### src/rtl/video_if.sv
// video_if: pixel stream as driven by the VGA timing generator.
interface video_if;
  logic        CLK;
  logic        HS;
  logic        VS;
  logic        BLANK;
  logic [23:0] RGB;
  modport master (output CLK, HS, VS, BLANK, RGB);
  modport slave  (input HS, VS, BLANK, RGB);
endinterface

### src/rtl/video_timing_monitor.sv
// video_timing_monitor: locks onto incoming sync timing, measures frame geometry and tags pixels with (x, y).
module video_timing_monitor #(
  parameter int CNT_W = 12
) (
  input  logic             pixel_clk,
  input  logic             pixel_rst_n,
  video_if.slave           video_ifs,
  output logic             locked,
  output logic             frame_err,
  output logic [CNT_W-1:0] h_active,
  output logic [CNT_W-1:0] v_active,
  output logic [CNT_W-1:0] h_total,
  output logic [CNT_W-1:0] v_total,
  output logic             pix_valid,
  output logic [23:0]      pix_rgb,
  output logic [CNT_W-1:0] pix_x,
  output logic [CNT_W-1:0] pix_y,
  output logic             sof,
  output logic             eol
);
  localparam logic [CNT_W-1:0] MAX = '1;
  localparam logic [CNT_W-1:0] ONE = CNT_W'(1);
  typedef enum logic [1:0] {WAIT_VS, MEASURE, CHECK, LOCKED} state_t;
  state_t state, nstate;
  logic hs_r, vs_r, blank_r, hs_q, vs_q, blank_q, line_vis, frame_bad;
  logic [23:0] rgb_r;
  logic [CNT_W-1:0] h_cnt, vis_cnt, v_cnt, vl_cnt, h_ref, a_ref, row_cnt;
  logic hs_rise, vs_rise, blank_rise, blank_fall, first_vis, line_bad, sat, bad, same, store, fsm_err;
  logic [CNT_W-1:0] m_ha, m_va, m_ht, m_vt, nx, ny;
  // A line closing on the same edge as VS still belongs to the frame being closed.
  always_comb begin
    hs_rise = hs_r & ~hs_q;
    vs_rise = vs_r & ~vs_q;
    blank_rise = blank_r & ~blank_q;
    blank_fall = ~blank_r & blank_q;
    first_vis = blank_r & (hs_rise | ~line_vis);
    line_bad = hs_rise & ((h_ref != '0 && h_cnt != h_ref) || (vis_cnt != '0 && a_ref != '0 && vis_cnt != a_ref));
    sat = (h_cnt == MAX && !hs_rise) || (vis_cnt == MAX && blank_r && !hs_rise) ||
          (v_cnt == MAX && hs_rise && !vs_rise) || (vl_cnt == MAX && first_vis && !vs_rise);
    bad = frame_bad | line_bad | sat;
    m_ht = hs_rise ? h_cnt : h_ref;
    m_ha = (hs_rise && vis_cnt != '0) ? vis_cnt : a_ref;
    m_vt = v_cnt;
    m_va = vl_cnt;
    same = m_ha == h_active && m_va == v_active && m_ht == h_total && m_vt == v_total;
    store = vs_rise && !bad && state != WAIT_VS && (state == MEASURE || !same);
    fsm_err = vs_rise && state != WAIT_VS && (bad || (state == LOCKED && !same));
    nstate = !vs_rise ? state : (state == WAIT_VS || bad) ? MEASURE : state == MEASURE ? CHECK : same ? LOCKED : CHECK;
    nx = blank_rise ? '0 : (pix_x == MAX ? MAX : pix_x + ONE);
    ny = vs_rise ? '0 : row_cnt;
  end
  always_ff @(posedge pixel_clk) begin
    if (!pixel_rst_n) begin
      {hs_r, vs_r, blank_r, hs_q, vs_q, blank_q, line_vis, frame_bad, rgb_r} <= '0;
      {h_cnt, vis_cnt, v_cnt, vl_cnt, h_ref, a_ref, row_cnt} <= '0;
      {h_active, v_active, h_total, v_total, pix_x, pix_y} <= '0;
      {locked, frame_err, pix_valid, pix_rgb, sof, eol} <= '0;
      state <= WAIT_VS;
    end else begin
      hs_r <= video_ifs.HS;
      vs_r <= video_ifs.VS;
      blank_r <= video_ifs.BLANK;
      rgb_r <= video_ifs.RGB;
      hs_q <= hs_r;
      vs_q <= vs_r;
      blank_q <= blank_r;
      pix_valid <= blank_r;
      pix_rgb <= rgb_r;
      sof <= blank_r && nx == '0 && ny == '0;
      eol <= blank_r & ~video_ifs.BLANK;
      pix_x <= blank_r ? nx : pix_x;
      pix_y <= blank_r ? ny : pix_y;
      row_cnt <= vs_rise ? '0 : row_cnt + CNT_W'(blank_fall && row_cnt != MAX);
      h_cnt <= hs_rise ? ONE : (h_cnt == MAX ? MAX : h_cnt + ONE);
      vis_cnt <= hs_rise ? CNT_W'(blank_r) : vis_cnt + CNT_W'(blank_r && vis_cnt != MAX);
      line_vis <= hs_rise ? blank_r : line_vis | blank_r;
      v_cnt <= vs_rise ? CNT_W'(hs_rise) : v_cnt + CNT_W'(hs_rise && v_cnt != MAX);
      vl_cnt <= vs_rise ? CNT_W'(first_vis) : vl_cnt + CNT_W'(first_vis && vl_cnt != MAX);
      h_ref <= vs_rise ? '0 : hs_rise ? h_cnt : h_ref;
      a_ref <= vs_rise ? '0 : (hs_rise && vis_cnt != '0) ? vis_cnt : a_ref;
      frame_bad <= vs_rise ? 1'b0 : bad;
      state <= nstate;
      locked <= nstate == LOCKED;
      frame_err <= fsm_err;
      if (store) {h_active, v_active, h_total, v_total} <= {m_ha, m_va, m_ht, m_vt};
    end
  end
endmodule

### src/flat_wrapper.sv
// flat-port wrapper written by rule: the top's interface ports become plain ports
module video_timing_monitor_flat 
#(
  parameter int CNT_W = 12
)
  (pixel_clk, pixel_rst_n, locked, frame_err, h_active, v_active, h_total, v_total, pix_valid, pix_rgb, pix_x, pix_y, sof, eol, video_ifs_HS, video_ifs_VS, video_ifs_BLANK, video_ifs_RGB);
  video_if video_ifs_i ();
  input  logic pixel_clk;
  input  logic pixel_rst_n;
  output logic locked;
  output logic frame_err;
  output logic [CNT_W-1:0] h_active;
  output logic [CNT_W-1:0] v_active;
  output logic [CNT_W-1:0] h_total;
  output logic [CNT_W-1:0] v_total;
  output logic pix_valid;
  output logic [23:0] pix_rgb;
  output logic [CNT_W-1:0] pix_x;
  output logic [CNT_W-1:0] pix_y;
  output logic sof;
  output logic eol;
  input wire logic [$bits(video_ifs_i.HS)-1:0] video_ifs_HS;
  input wire logic [$bits(video_ifs_i.VS)-1:0] video_ifs_VS;
  input wire logic [$bits(video_ifs_i.BLANK)-1:0] video_ifs_BLANK;
  input wire logic [$bits(video_ifs_i.RGB)-1:0] video_ifs_RGB;
  assign video_ifs_i.HS = video_ifs_HS;
  assign video_ifs_i.VS = video_ifs_VS;
  assign video_ifs_i.BLANK = video_ifs_BLANK;
  assign video_ifs_i.RGB = video_ifs_RGB;
  video_timing_monitor #(.CNT_W(CNT_W)) u_core (.pixel_clk(pixel_clk), .pixel_rst_n(pixel_rst_n), .video_ifs(video_ifs_i), .locked(locked), .frame_err(frame_err), .h_active(h_active), .v_active(v_active), .h_total(h_total), .v_total(v_total), .pix_valid(pix_valid), .pix_rgb(pix_rgb), .pix_x(pix_x), .pix_y(pix_y), .sof(sof), .eol(eol));
endmodule
### config.mk
export PLATFORM = sky130hd
export DESIGN_NAME = video_timing_monitor_flat
export DESIGN_NICKNAME = d
export VERILOG_FILES = /design/src/rtl/video_if.sv /design/src/rtl/video_timing_monitor.sv /design/src/flat_wrapper.sv
export SDC_FILE = /design/constraint.sdc
export NUM_CORES = 1
export LEC_CHECK = 0
export ABC_AREA = 1
export CORE_ASPECT_RATIO = 2
export CORE_UTILIZATION = 60
export DETAILED_ROUTE_END_ITERATION = 6
export PLACE_DENSITY = 0.86
export SLEW_MARGIN = 10
export SYNTH_ARGS = -nofsm -noshare
export SYNTH_HDL_FRONTEND = slang
export SYNTH_SLANG_ARGS = --single-unit
### constraint.sdc
create_clock -name pixel_clk -period 4.6 [get_ports pixel_clk]
set_input_delay 0.46 -clock pixel_clk [delete_from_list [all_inputs] [get_ports pixel_clk]]
set_output_delay 0.46 -clock pixel_clk [all_outputs]
set_load 0.02 [all_outputs]
# == Yosys cells after proc, flatten, opt, wreduce, memory -nomap -nowiden ==
# Index checks and enable logic that the tools add are counted.
# Widths: inputs -> output; s select.
# totals
inputBits,29
register_bits,218
# classes
n_eq_ne,18
reduce_logical,46
n_mux,15
addsub,6
bitwise,18
# op_table
op,n
$mux 12,6
$eq 12x12->1 const B,5
$add 12x1->12,4
$eq 12x12->1,4
$ne 12x12->1 const B,4
$reduce_bool 12->1,3
$logic_and 1x1->1,26
$add 12x1->12 const B,2
$logic_not 12->1,2
$ne 12x12->1,2
$and 1x1->1,7
$logic_or 1x1->1,7
$not 1->1,7
$mux 1,6
$mux 2,3
$eq 2x2->1 const B,2
$logic_not 1->1,4
$or 1x1->1,4
$reduce_or 2->1,2
$eq 2x1->1 const B,1
$logic_not 2->1,1
$reduce_bool 2->1,1

# == Depth between registers and ports, before layout ==
# logic_depth
word_depth,13
ltp_mapped,19
ltp_nobuf,17

# == Worst setup path after synthesis ==
# Ideal clock, no wire load.
# synth_timing
path_kind,register to register
start,register u_core.blank_r
end,register u_core.row_cnt[11]
stages_incl_launch_ff,14
slack_ns,2.382
n_path_buf,2
arrival_ns,2.099
t_required_ns,4.481
setup_ns,0.119
path_cell_list,dfxtp_1 -> clkbuf_1 -> inv_1 -> clkbuf_1 -> o311ai_0 -> inv_1 -> ha_1 -> nand3_1 -> nor2_1 -> nand3_1 -> nor3_1 -> nand3_1 -> o21ai_0 -> a21oi_1
# synth_via
elab_chain_len,4
# synth_lines
element,line_no,rtl
start: declaration,video_timing_monitor.sv:25,"logic hs_r, vs_r, blank_r, hs_q, vs_q, blank_q, line_vis, frame_bad;"
start signal: assignment,video_timing_monitor.sv:62,blank_r <= video_ifs.BLANK;
$not 1->1,video_timing_monitor.sv:35,blank_fall = ~blank_r & blank_q;
$and 1x1->1,video_timing_monitor.sv:35,
$logic_and 1x1->1,video_timing_monitor.sv:73,row_cnt <= vs_rise ? '0 : row_cnt + CNT_W'(blank_fall && row_cnt != MAX);
$add 12x1->12,video_timing_monitor.sv:73,
end signal: assignment,video_timing_monitor.sv:73,
end: declaration,video_timing_monitor.sv:27,"logic [CNT_W-1:0] h_cnt, vis_cnt, v_cnt, vl_cnt, h_ref, a_ref, row_cnt;"
# No other way between the ends.
# A chain may end at the register's enable or synchronous reset.

# == Worst setup path after layout ==
# layout_timing
start,register u_core.hs_r
end,register u_core.state[0]
# layout_via
elab_chain_len,11
# layout_lines
element,line_no,rtl
start: declaration,video_timing_monitor.sv:25,
start signal: assignment,video_timing_monitor.sv:60,hs_r <= video_ifs.HS;
$and 1x1->1 *,video_timing_monitor.sv:32,hs_rise = hs_r & ~hs_q;
$logic_and 1x1->1,video_timing_monitor.sv:42,m_ha = (hs_rise && vis_cnt != '0) ? vis_cnt : a_ref;
$mux 12,video_timing_monitor.sv:42,
$eq 12x12->1,video_timing_monitor.sv:45,same = m_ha == h_active && m_va == v_active && m_ht == h_total && m_vt == v_total;
$logic_and 1x1->1 (3 in a row),video_timing_monitor.sv:45,
$mux 1,video_timing_monitor.sv:48,nstate = !vs_rise ? state : (state == WAIT_VS || bad) ? MEASURE : state == MEASURE ? CHECK : same ? LOCKED : C ...
$mux 2,video_timing_monitor.sv:48,
$mux 2 * (2 in a row),video_timing_monitor.sv:48,
end signal: assignment,video_timing_monitor.sv:82,state <= nstate;
end: declaration,video_timing_monitor.sv:24,"state_t state, nstate;"
# Every way passes the cells marked *; elsewhere a longest branch is shown, timed or not.

==> results.txt <==
----------------------------------------------------
[Outcome]
  Status ... finished clean

[GRT]
  Number of antenna violations at the first check in global routing ... 0
  Residual overflow from global routing ... 0
  First-pass GRT wire length ... roughly 42000 um
  Combined global-route utilization of all metal layers ... 30.0%
  Number of global-route vias before repair ... 9328
  Pin count of the biggest net entering global routing ... between 80 and 90

[Run]
  Total of max-cap violations ... 0

[Routing]
  Final antenna-violating net count ... 0
  Average vias per placed instance ... roughly 5.4
  Average detailed-routed wire length per instance ... 14.4 um
  Drt initial violations ... roughly 540
  Final routed DRC violation total ... 0
  Routed via count ... 9649
  Wirelength, routed ... 25500 um
  Count of TritonRoute iterations in the first routing pass ... 5

[Pwr]
  Overall power consumption ... approximately 4.2 mW
  Worst-case vdd ir drop ... 374 uV
  Internal power ... 3.12 mW
  Switching Share ... 25.2%
  Pwr per Cell Area ... 349 mW/mm2
  Switching component of the power ... 1.05 mW
  Standby leakage power ... 5.22 nW
  Combinational share of power ... between 10% and 20%
  Share of power burned in the clock network ... 40.3%
  Part of the power in registers ... 48.2%

[Timing]
  Endpoints failing hold ... 0
  Fmax ... around 310 MHz
  Unrepaired setup endpoints after global routing ... false
  Worst-case headroom to the max-slew limit ... ~39%
  Largest clock skew in the final design ... 0.0166 ns
  Slew Limit Fails ... 0
  Final Setup Violations ... 0
  Total negative slack for setup checks ... 0 ns
  Fin Hold WS ... between 0.3 and 0.4 ns
  Fraction of the cycle the final worst path needs ... 71.1%
  Period minus WS final ... 3.27 ns
  Worst-margin pin slew ... 0.908 ns

[Place]
  Sum of net half-perimeters after detailed placement ... 18100 um
  Port Buffer Count ... between 100 and 150
  Gp weighted congestion ... 0.929

[Yosys]
  Synthesized netlist cell count ... 1456
  Number of nets in the synthesized netlist ... about 1500
  #FFs+latches synth ... 218
  Post-synthesis cell type count ... 37
  Post-synthesis instance area ... 0.00999 mm2
  Sequential fraction of the synthesis area ... between 40% and 50%
  Average footprint of a synthesized cell ... 6.86 um2
  Count of yosys warnings during synthesis ... 0

[CTS]
  Clock tree root driver cell ... sky130_fd_sc_hd__clkbuf_16
  Maximum count of clock buffers along a single path ... 3
  Count of H-tree levels built during CTS ... 1
  Hold buffers post-CTS ... 0
  Postcts setup bufs ... 0
  Clock Latency Late Sink ... approximately 0.50 ns
  Clock tree from TritonCTS ... yes
  Cts bufs inserted ... 20
  Resized Gates After CTS ... 0
  Clk slew on worst S/H paths ... 0.07 ns
  Total clock sinks ... 218

[Floorplanning]
  Die Y ... 184 um
  Initial Utilization ... 61.4%
  Horizontal die dimension ... 93.2 um
  Top Ports ... 130
  Site row count ... between 60 and 70
  Die footprint ... 0.0172 mm2
  Placeable core area ... 0.0163 mm2

[Setup path]
  Arrival time at the worst endpoint ... 3.70 ns
  Crit Path Max Fanout ... 26
  Required time reported for the critical path endpoint ... 5.03 ns
  Crit path capture type ... register
  Source of the critical timing path ... u_core.hs_r$_SDFF_PN0_
  Startpoint of the lowest-slack register-to-register path ... u_core.hs_r$_SDFF_PN0_
  Startpoint class of the critical path ... register
  Endpoint of the most critical register-to-register path ... u_core.state[0]$_SDFF_PN0_
  Type of the worst setup path ... reg2reg
  Reg2Reg Setup Slack ... between 1 and 1.5 ns
  R2R cell count ... 14
  End point of the critical path ... u_core.state[0]$_SDFF_PN0_

[Cells and area]
  Final net count ... 1593
  Largest registers ... u_core.pix_rgb x24, u_core.rgb_r x24
  Most frequent cells in the layout ... sky130_fd_sc_hd__nand2_1, sky130_fd_sc_hd__dfxtp_1, sky130_fd_sc_hd__inv_1, sky130_fd_sc_hd__nor2_1, sky130_fd_sc_hd__clkdlybuf4s50_1
  Diode count ... 0
  Fill cell total of the finished layout ... 1252
  Growth of design area from synthesis to finish ... 19.6%
  Layout cell share with drive strength beyond 1 ... 3.19%
  Most frequent standard cell in the layout excluding fill and tap cells ... sky130_fd_sc_hd__nand2_1

[Hold path]
  Classification of the worst-slack hold path ... in2reg

----------------------------------------------------
[cell usage after synthesis (all sizes together)]
cell type | number | share of area [%]
nand2 | 381 | 15
dfxtp | 218 | 44
inv | 198 | 7.4
nor2 | 170 | 6.5
nand3 | 115 | 5.8
a21oi | 112 | 5.6
o21ai | 61 | 3.1
clkbuf | 31 | 1.2
buf | 28 | 1.9
nand4 | 27 | 1.7
nor3 | 27 | 1.4
xnor2 | 21 | 1.8
xor2 | 12 | 1.1
ha | 10 | 1.3
nand3b | 8 | 0.60
nor4 | 8 | 0.50
o211ai | 7 | 0.53
a211oi | 6 | 0.45
a31oi | 3 | 0.19
or2 | 3 | 0.19
clkinv | 2 | 0.075
o31ai | 2 | 0.15
and2 | 1 | 0.063
and3 | 1 | 0.063
nor3b | 1 | 0.075
o21a | 1 | 0.075
o311ai | 1 | 0.088
or4 | 1 | 0.075
[area by class of cell]
type / count / area [um2] / area share [%]
sequential: 218 / 4360 / 36.5
clock inverter: 4 / 45.0 / 0.377
tap: 204 / 255 / 2.14
inverter: 200 / 751 / 6.28
multi-input combinational: 979 / 4580 / 38.3
clock buffer: 32 / 617 / 5.16
timing repair buffer: 135 / 1330 / 11.2
[metal layers]
layer  global-route usage, %  routed length (um)  vias up
met5                       0                   0        -
met4                    19.7                1650        0
met3                    5.61                1450      116
met2                    55.8               13500      328
met1                    29.5                9000     4390
li1                        -                   -     4815
[worst min-delay path by stage]
stage,startpoint,cells past startpoint,slack [ns],to
global placement,u_core.rgb_r[22]$_SDFF_PN0_,2,0.39,u_core.pix_rgb[22]$_SDFF_PN0_
CTS,pixel_rst_n,3,0.36,u_core.pix_rgb[18]$_SDFF_PN0_
global route,pixel_rst_n,3,0.38,u_core.rgb_r[17]$_SDFF_PN0_
floorplan,u_core.rgb_r[0]$_SDFF_PN0_,2,0.39,u_core.pix_rgb[0]$_SDFF_PN0_
finish,pixel_rst_n,3,0.37,u_core.pix_rgb[20]$_SDFF_PN0_
detailed placement,u_core.rgb_r[19]$_SDFF_PN0_,2,0.40,u_core.pix_rgb[19]$_SDFF_PN0_
[stage by stage]
step           std cells  cell area, um2  setup slack, ns  util (%)
6_report            1772           11900             1.33      73.4
5_1_grt             1772           11900            0.982      73.4
3_3_place_gp        1736           11300             1.47      69.4
3_5_place_dp        1736           11300             1.37      69.4
2_1_floorplan       1456            9990             2.38         -
4_1_cts             1772           11900             1.36      73.4
[logic make-up after synthesis]
kind of cell | count (synthesis) | share of synthesized area, %
simple gates | 743 | 31.4
buf+inv | 259 | 10.6
flops | 218 | 43.7
compound gates | 193 | 10.1
xor+xnor | 33 | 2.89
fa+ha+maj | 10 | 1.25
[worst max-delay path, stage by stage (launching register included)]
cell and delay (ns):
sky130_fd_sc_hd__dfxtp_1 0.54, sky130_fd_sc_hd__inv_1 0.13, sky130_fd_sc_hd__nor2_4 0.48, sky130_fd_sc_hd__nand2_4 0.23, sky130_fd_sc_hd__nand2_1 0.17, sky130_fd_sc_hd__nand2_1 0.09, sky130_fd_sc_hd__nand2_1 0.06, sky130_fd_sc_hd__nand2_1 0.04
sky130_fd_sc_hd__nor2_1 0.15, sky130_fd_sc_hd__nand2_1 0.07, sky130_fd_sc_hd__nor2_1 0.22, sky130_fd_sc_hd__nand3_2 0.11, sky130_fd_sc_hd__nand2_1 0.52, sky130_fd_sc_hd__o21ai_0 0.24, sky130_fd_sc_hd__nor2_1 0.13
[power by group through the flow]
| stage | Sequential, mW | Clock (mW) | Combinational, mW |
|---|---|---|---|
| after floorplan | 2.08 | 0 | 0.266 |
| after global placement | 2.05 | 0 | 0.468 |
| after detailed placement | 2.05 | 0 | 0.478 |
| after CTS | 2.01 | 1.70 | 0.483 |
| after global routing | 2.02 | 1.79 | 0.535 |
| final | 2.01 | 1.68 | 0.482 |
(Power assumes the default switching activity.)
